--- src/rtl/rv_iommu_atr_ingress.sv ---
// Translation-request ingress FIFO feeding the IOMMU ATR port, with an in-flight issue throttle.
// Latency: an accepted request is presented on m_* the next cycle (no bypass); completions free a slot next cycle.
// Backpressure: s_trdy_o drops when the FIFO is full; m_irdy_o is held low while MAX_OUT requests are in flight.
module rv_iommu_atr_ingress #(
   parameter int DEPTH   = 4,
   parameter int MAX_OUT = 8
) (
   input  logic                     clk,
   input  logic                     rst,
   input  logic [111:0]             s_req_i,
   input  logic                     s_irdy_i,
   output logic                     s_trdy_o,
   output logic [111:0]             m_req_o,
   output logic                     m_irdy_o,
   input  logic                     m_trdy_i,
   input  logic                     cpl_irdy_i,
   input  logic                     cpl_trdy_i,
   output logic [$clog2(DEPTH):0]   occupancy_o,
   output logic [7:0]               outstanding_o,
   output logic                     idle_o,
   output logic                     cpl_err_o
);

   localparam int AW = $clog2(DEPTH);
   localparam int OW = AW + 1;

   // Storage is not reset: an entry is only ever read while occupancy covers it.
   logic [111:0]  mem_q [DEPTH];

   logic [AW-1:0] wr_ptr_q, wr_ptr_d;
   logic [AW-1:0] rd_ptr_q, rd_ptr_d;
   logic [OW-1:0] occ_q, occ_d;
   logic [7:0]    out_q, out_d;
   logic          err_q, err_d;

   logic          push;
   logic          pop;
   logic          cpl;
   logic          cpl_ok;

   // Both handshake-ready outputs come from registered state only, so there is
   // no combinational path from s_irdy_i to m_irdy_o and a full FIFO refuses
   // a push even in a cycle where it also pops.
   assign s_trdy_o      = (occ_q < OW'(DEPTH));
   assign m_irdy_o      = (occ_q != '0) && (out_q < 8'(MAX_OUT));
   assign m_req_o       = (occ_q != '0) ? mem_q[rd_ptr_q] : '0;
   assign occupancy_o   = occ_q;
   assign outstanding_o = out_q;
   assign idle_o        = (occ_q == '0) && (out_q == '0);
   assign cpl_err_o     = err_q;

   assign push   = s_irdy_i && s_trdy_o;
   assign pop    = m_irdy_o && m_trdy_i;
   assign cpl    = cpl_irdy_i && cpl_trdy_i;
   // A completion with nothing in flight is flagged, never counted.
   assign cpl_ok = cpl && (out_q != '0);

   // Next-state for pointers, occupancy, in-flight count and sticky error.
   always_comb begin
      wr_ptr_d = wr_ptr_q;
      rd_ptr_d = rd_ptr_q;
      occ_d    = occ_q;
      out_d    = out_q;
      err_d    = err_q;

      // DEPTH is a power of two, so pointer wrap is plain overflow.
      if (push) wr_ptr_d = wr_ptr_q + AW'(1);
      if (pop)  rd_ptr_d = rd_ptr_q + AW'(1);

      if (push && !pop)      occ_d = occ_q + OW'(1);
      else if (!push && pop) occ_d = occ_q - OW'(1);

      // MAX_OUT <= 255 keeps the 8-bit counter from wrapping.
      if (pop && !cpl_ok)      out_d = out_q + 8'd1;
      else if (!pop && cpl_ok) out_d = out_q - 8'd1;

      if (cpl && (out_q == '0)) err_d = 1'b1;
   end

   // Control state register; reset discards queued entries and in-flight tracking.
   always_ff @(posedge clk or posedge rst) begin
      if (rst) begin
         wr_ptr_q <= '0;
         rd_ptr_q <= '0;
         occ_q    <= '0;
         out_q    <= '0;
         err_q    <= 1'b0;
      end else begin
         wr_ptr_q <= wr_ptr_d;
         rd_ptr_q <= rd_ptr_d;
         occ_q    <= occ_d;
         out_q    <= out_d;
         err_q    <= err_d;
      end
   end

   // Request storage write on an accepted push.
   always_ff @(posedge clk) begin
      if (push) mem_q[wr_ptr_q] <= s_req_i;
   end

endmodule
--- config.mk ---
export PLATFORM = sky130hd
export DESIGN_NAME = rv_iommu_atr_ingress
export DESIGN_NICKNAME = d
export VERILOG_FILES = /design/src/rtl/rv_iommu_atr_ingress.sv
export SDC_FILE = /design/constraint.sdc
export NUM_CORES = 1
export LEC_CHECK = 0
export CAP_MARGIN = 20
export CORE_UTILIZATION = 25
export CTS_BUF_LIST = sky130_fd_sc_hd__clkbuf_4
export CTS_CLUSTER_DIAMETER = 100
export DETAILED_ROUTE_END_ITERATION = 10
export MAX_ROUTING_LAYER = met4
export PLACE_DENSITY = 0.42
export SLEW_MARGIN = 5
export SYNTH_ARGS = -nofsm -noshare
export SYNTH_HDL_FRONTEND = slang
export SYNTH_SLANG_ARGS = --single-unit
--- constraint.sdc ---
create_clock -name clk -period 5.7 [get_ports clk]
set_input_delay 1.14 -clock clk [delete_from_list [all_inputs] [get_ports clk]]
set_output_delay 1.14 -clock clk [all_outputs]
set_load 0.02 [all_outputs]
---- Word level (Yosys, flattened, before mapping) ----
Memory sizes are Yosys's and may differ from the RTL's.
Cells that the tools add are included.
storage, ports and cells
  memories kept ........................... 1
  register bits after elaboration ......... 16
  bits of input ports ..................... 118
  RAM bits ................................ 448
  logic and storage cells ................. 41
  output and inout bits ................... 127
memory list
  memory  depth  bits a word  rd ports  clocked after Yosys merged registers in  wr ports  line  text
  mem_q   4      112          1         0                                        1         28    logic [111:0] mem_q [DEPTH];
cells by class
  mux-type cells .......................... 7
  order comparisons ....................... 2
  reduce and logical (&&, ||, !) cells .... 20
  $add $sub $neg .......................... 6
operators by type and width
  operator               number
  $mux W112              1
  $mux W8                2
  $logic_and A1 B1 Y1    11
  $add A8 B1 Y8 const B  1
  $logic_not A8 Y1       1
  $lt A8 B4 Y1 const B   1
  $reduce_bool A8 Y1     1
  $sub A8 B1 Y8 const B  1
  $mux W3                2
  $add A2 B1 Y2 const B  2
  $reduce_bool A2 Y1     2
  $add A3 B1 Y3 const B  1
  $logic_not A1 Y1       3
  $logic_not A3 Y1       1
  $lt A3 B3 Y1 const B   1
  $reduce_bool A3 Y1     1
  $sub A3 B1 Y3 const B  1
  $mux W1                2

---- Depth between registers and ports, before layout ----
  word-level depth ........................ 7
  depth in mapped cells ................... 13
  depth with buffers taken out ............ 13

---- Worst setup path after synthesis ----
Ideal clock, no wire load.
  path kind ............................... input to register
  from .................................... in s_irdy_i
  to ...................................... mem mem_q[0][0] (enable)
  buffers on the path ..................... 1
  slack ................................... 1.114 ns
  library setup time ...................... 0.484 ns
  required time ........................... 5.216 ns
  arrival ................................. 4.102 ns
  stages .................................. 3
  cell sequence ........................... nor2b_1 > clkbuf_1 > and2_1
between the ends
  word-level cells in the longest chain between the ends .. 3
ends and longest elaborated chain
  item                           line  text
  from (decl)                    11    input logic s_irdy_i,
  $logic_and A1 B1 Y1            52    assign push = s_irdy_i && s_trdy_o;
  net push                       36    logic push;
  $mux W1                        99    if (push) mem_q[wr_ptr_q] <= s_req_i;
  $mux W1 (implied by the code)  99
  to (decl)                      28
The timed path passes the listed nets, and every way through them passes these cells.

---- Final worst setup path ----
  from .................................... reg rd_ptr_q[1]
  to ...................................... out m_req_o[98]
between the ends
  word-level cells in the longest chain between the ends .. 2
ends and longest elaborated chain
  item                    line  text
  from (decl)             31    logic [AW-1:0] rd_ptr_q, rd_ptr_d;
  from (signal assigned)  90    rd_ptr_q <= rd_ptr_d;
  $mem_v2 Z4 W112         --
  $mux W112               46    assign m_req_o = (occ_q != '0) ? mem_q[rd_ptr_q] : '0;
  to (decl)               13    output logic [111:0] m_req_o,
No other way between the ends.

==> flow_summary.yaml <==
route:
  dr_total_vias: 9293
  wl_um: 42800
  drt_iter0_markers: 363
  antenna_left: 0
  first_pass_iters: 6
  wl_per_cell_um: 19.2
  drc: 0
  vias_per_cell: 4.17
logic_synthesis:
  synth.distinct_cells: 31
  synth_edf_count: 448
  yosysWarnings: 0
  syn-cell-area_mm2: 0.0180
  syn_avg_cell_area_um2: 21.9
  syn_nets: 954
  synth_cells: 822
  ys.flop_type: "edfxtp_1"
  ys_seq_area_frac: 0.771
  ys_seq_elements: 464
  async_reset_ff_frac: 0.0345
cts:
  hold_buffers: 0
  cts_resized: 0
  root_buffer: "clkbuf_4"
  htreeDepth: 4
  clkLatencyLatePin_ps: 900
  cts_buffers: 135
  cts_tree: "built"
  clkSinkCount: 464
  post-cts-setup-buffer-count: 0
  path_clk_slew_ps: 60
  cts_buffer_depth: 3
timing:
  rsz0062_at_grt: "no"
  relSlewSlack: 0.405
  finalSetupTns_ps: 0
  hold_viol: 0
  period_share: 0.812
  clock_skew_ps: 46.8
  drv_slew: 0
  worst_slew_pin_slew_ps: 892
  fmax_mhz: 216
  whs_ps: 478
  fin_crit_ps: 4630
  setup_violations: 0
worst_setup_path:
  cp_cell_sequence: "buf_4 > mux4_2 > nor2b_1 > clkdlybuf4s50_1"
  timing.rr.start: "outstanding_o[3]$_DFFE_PP0P_"
  critPathMaxStageDelay_ps: 860
  worst_setup_path_start_kind: "flip-flop"
  cp_max_fo: 37
  required_ps: 4560
  regToRegSetupSlack_ps: 2300
  rr_worst_depth: 12
  path_class: "flip-flop to output port"
  slowest_stage: "dfrtp_4"
  endpoint_kind: "output port"
  reg2reg_to: "outstanding_o[7]$_DFFE_PP0P_"
  crit_arrival_ps: 3490
  crit_family: "buffers and inverters"
  cp.buffers_inverters: 2
global_routing:
  gr-usage-met2: 0.198
  grt_max_degree: 105
  grt-ovfl-total: 0
  grt_antenna_before_repair: 6
  met1_usage: 0.141
  grt-busiest-layer: "met2"
  grt_pass1_vias: 10300
  grt_pass1_wl_um: 64700
  grt_usage: 0.124
  use_met3: 0.0451
layout:
  fillers: 6793
  ff_latch_area_mm2: 0.0139
  multi_input_area_mm2: 0.00387
  nets: 1309
  drive_gt1_frac: 0.280
  syn_to_final_growth_pct: 30.5
die:
  die_h_um: 270
  die_area_mm2: 0.0729
  io_pins: 245
  start_util: 0.255
  rows: 97
  core-area_mm2: 0.0705
  die_w_um: 270
worst_hold_path:
  holdPathEnd: "cpl_err_o$_DFFE_PP0P_"
  holdPathStages: 1
  hold_start: "cpl_err_o$_DFFE_PP0P_"
  hold_path.class: "flip-flop to flip-flop"
pwr:
  power_density_mw_per_mm2: 536
  intPower_uw: 8470
  power_frac_comb: 0.373
  ir_drop_uv: 194
  clkPwrFrac: 0.264
  p_leak_uw: 0.00768
  p_sw_frac: 0.325
  switchingPower_uw: 4090
  seqPwrFrac: 0.363
place:
  dp_hpwl_um: 24200
  port_buffers: 244
  gp_congestion: 0.675
run:
  maxCapViolCount: 0
outcome:
  status: "finished, final reports clean"
layer usage:
metal	vias to the layer above	routed length (um)
li1	4149	-
met1	4792	17700
met2	256	21500
met3	96	2630
met4	0	1030
met5	-	0
metrics by stage:
stage / utilization / area, um^2 / power, uW / worst slack (ps) / std cells
2_1_floorplan: - / 18000 / 7410 / 1110 / 822
3_3_place_gp: 0.306 / 21600 / 9460 / 1870 / 1980
3_5_place_dp: 0.306 / 21600 / 9460 / 1820 / 1980
4_1_cts: 0.332 / 23400 / 12900 / 830 / 2219
5_1_grt: 0.332 / 23400 / 13300 / 767 / 2226
6_report: 0.333 / 23500 / 12600 / 1070 / 2229
placed cells by master (no fill, tap or decap), drive strengths merged, types with 2 or more instances in the layout:
master,count
diode,10
clkinv,26
nor2,6
nor2b,113
nand3,2
nand2,12
xor2,3
a211oi,2
o21bai,4
a21oi,5
mux2,3
dfrtp,16
buf,15
clkdlybuf4s50,244
ha,12
mux4,112
clkinvlp,2
edfxtp,448
o21ai,8
and2,4
xnor2,9
inv,10
fa,2
clkbuf,203
bufinv,6
nor3,4
cells by family after synthesis:
family / count (synthesis) / share of synthesized area
mux: 115 / 0.142
simple gates: 144 / 0.0476
flops: 464 / 0.771
xor+xnor: 12 / 0.00585
compound gates: 24 / 0.00829
buf+inv: 49 / 0.0142
fa+ha+maj: 14 / 0.0106
cells in the mapped netlist, types with 2 or more instances:
cell	instances	share of area
a211oi_1	2	0.00084
a21oi_1	5	0.0014
and2_1	4	0.0014
buf_2	15	0.0042
buf_6	7	0.0044
clkbuf_1	19	0.0040
dfrtp_1	16	0.022
edfxtp_1	448	0.75
fa_1	2	0.0022
ha_1	12	0.0084
inv_1	8	0.0017
mux2_2	3	0.0019
mux4_2	112	0.14
nand2_1	12	0.0025
nand3_1	2	0.00056
nor2_1	6	0.0013
nor2b_1	113	0.039
nor3_1	3	0.00084
o21ai_0	8	0.0022
o21bai_1	4	0.0017
xnor2_1	9	0.0044
xor2_1	3	0.0015
registers in the layout, indices dropped and copies added, names as in the netlist:
register       count
outstanding_o      8
mem_q            448
occupancy_o        3
rd_ptr_q           2
wr_ptr_q           2
cpl_err_o          1
power by group through the flow:
stage               logic, uW  clock network, uW  registers (uW)
floorplan                2860                  0            4540
global placement         4830                  0            4630
detailed placement       4810                  0            4650
CTS                      4840               3470            4580
global route             5060               3650            4620
finish                   4690               3310            4560
worst max-delay path by stage:
stage                     slack (ps)  depth (start not counted)                    start                           end
after CTS                        830                          4  rd_ptr_q[0]$_DFFE_PP0P_                  m_req_o[102]
final                           1070                          4  rd_ptr_q[1]$_DFFE_PP0P_                   m_req_o[98]
after global routing             770                          4  rd_ptr_q[0]$_DFFE_PP0P_                   m_req_o[89]
after global placement          1870                         11                 m_trdy_i  outstanding_o[7]$_DFFE_PP0P_
after floorplan                 1110                          3                 s_irdy_i         mem_q[0][0]$_DFFE_PP_
after detailed placement        1820                         11                 m_trdy_i  outstanding_o[7]$_DFFE_PP0P_
final cells by class:
type | instances | share of cell area
clock inverter | 36 | 0.0137
antenna | 10 | 0.00107
multi-input combinational | 309 | 0.165
inverter | 8 | 0.00128
tap | 940 | 0.0502
sequential | 464 | 0.591
clock buffer | 203 | 0.0650
timing repair buffer | 259 | 0.113
(Power assumes the default switching activity.)
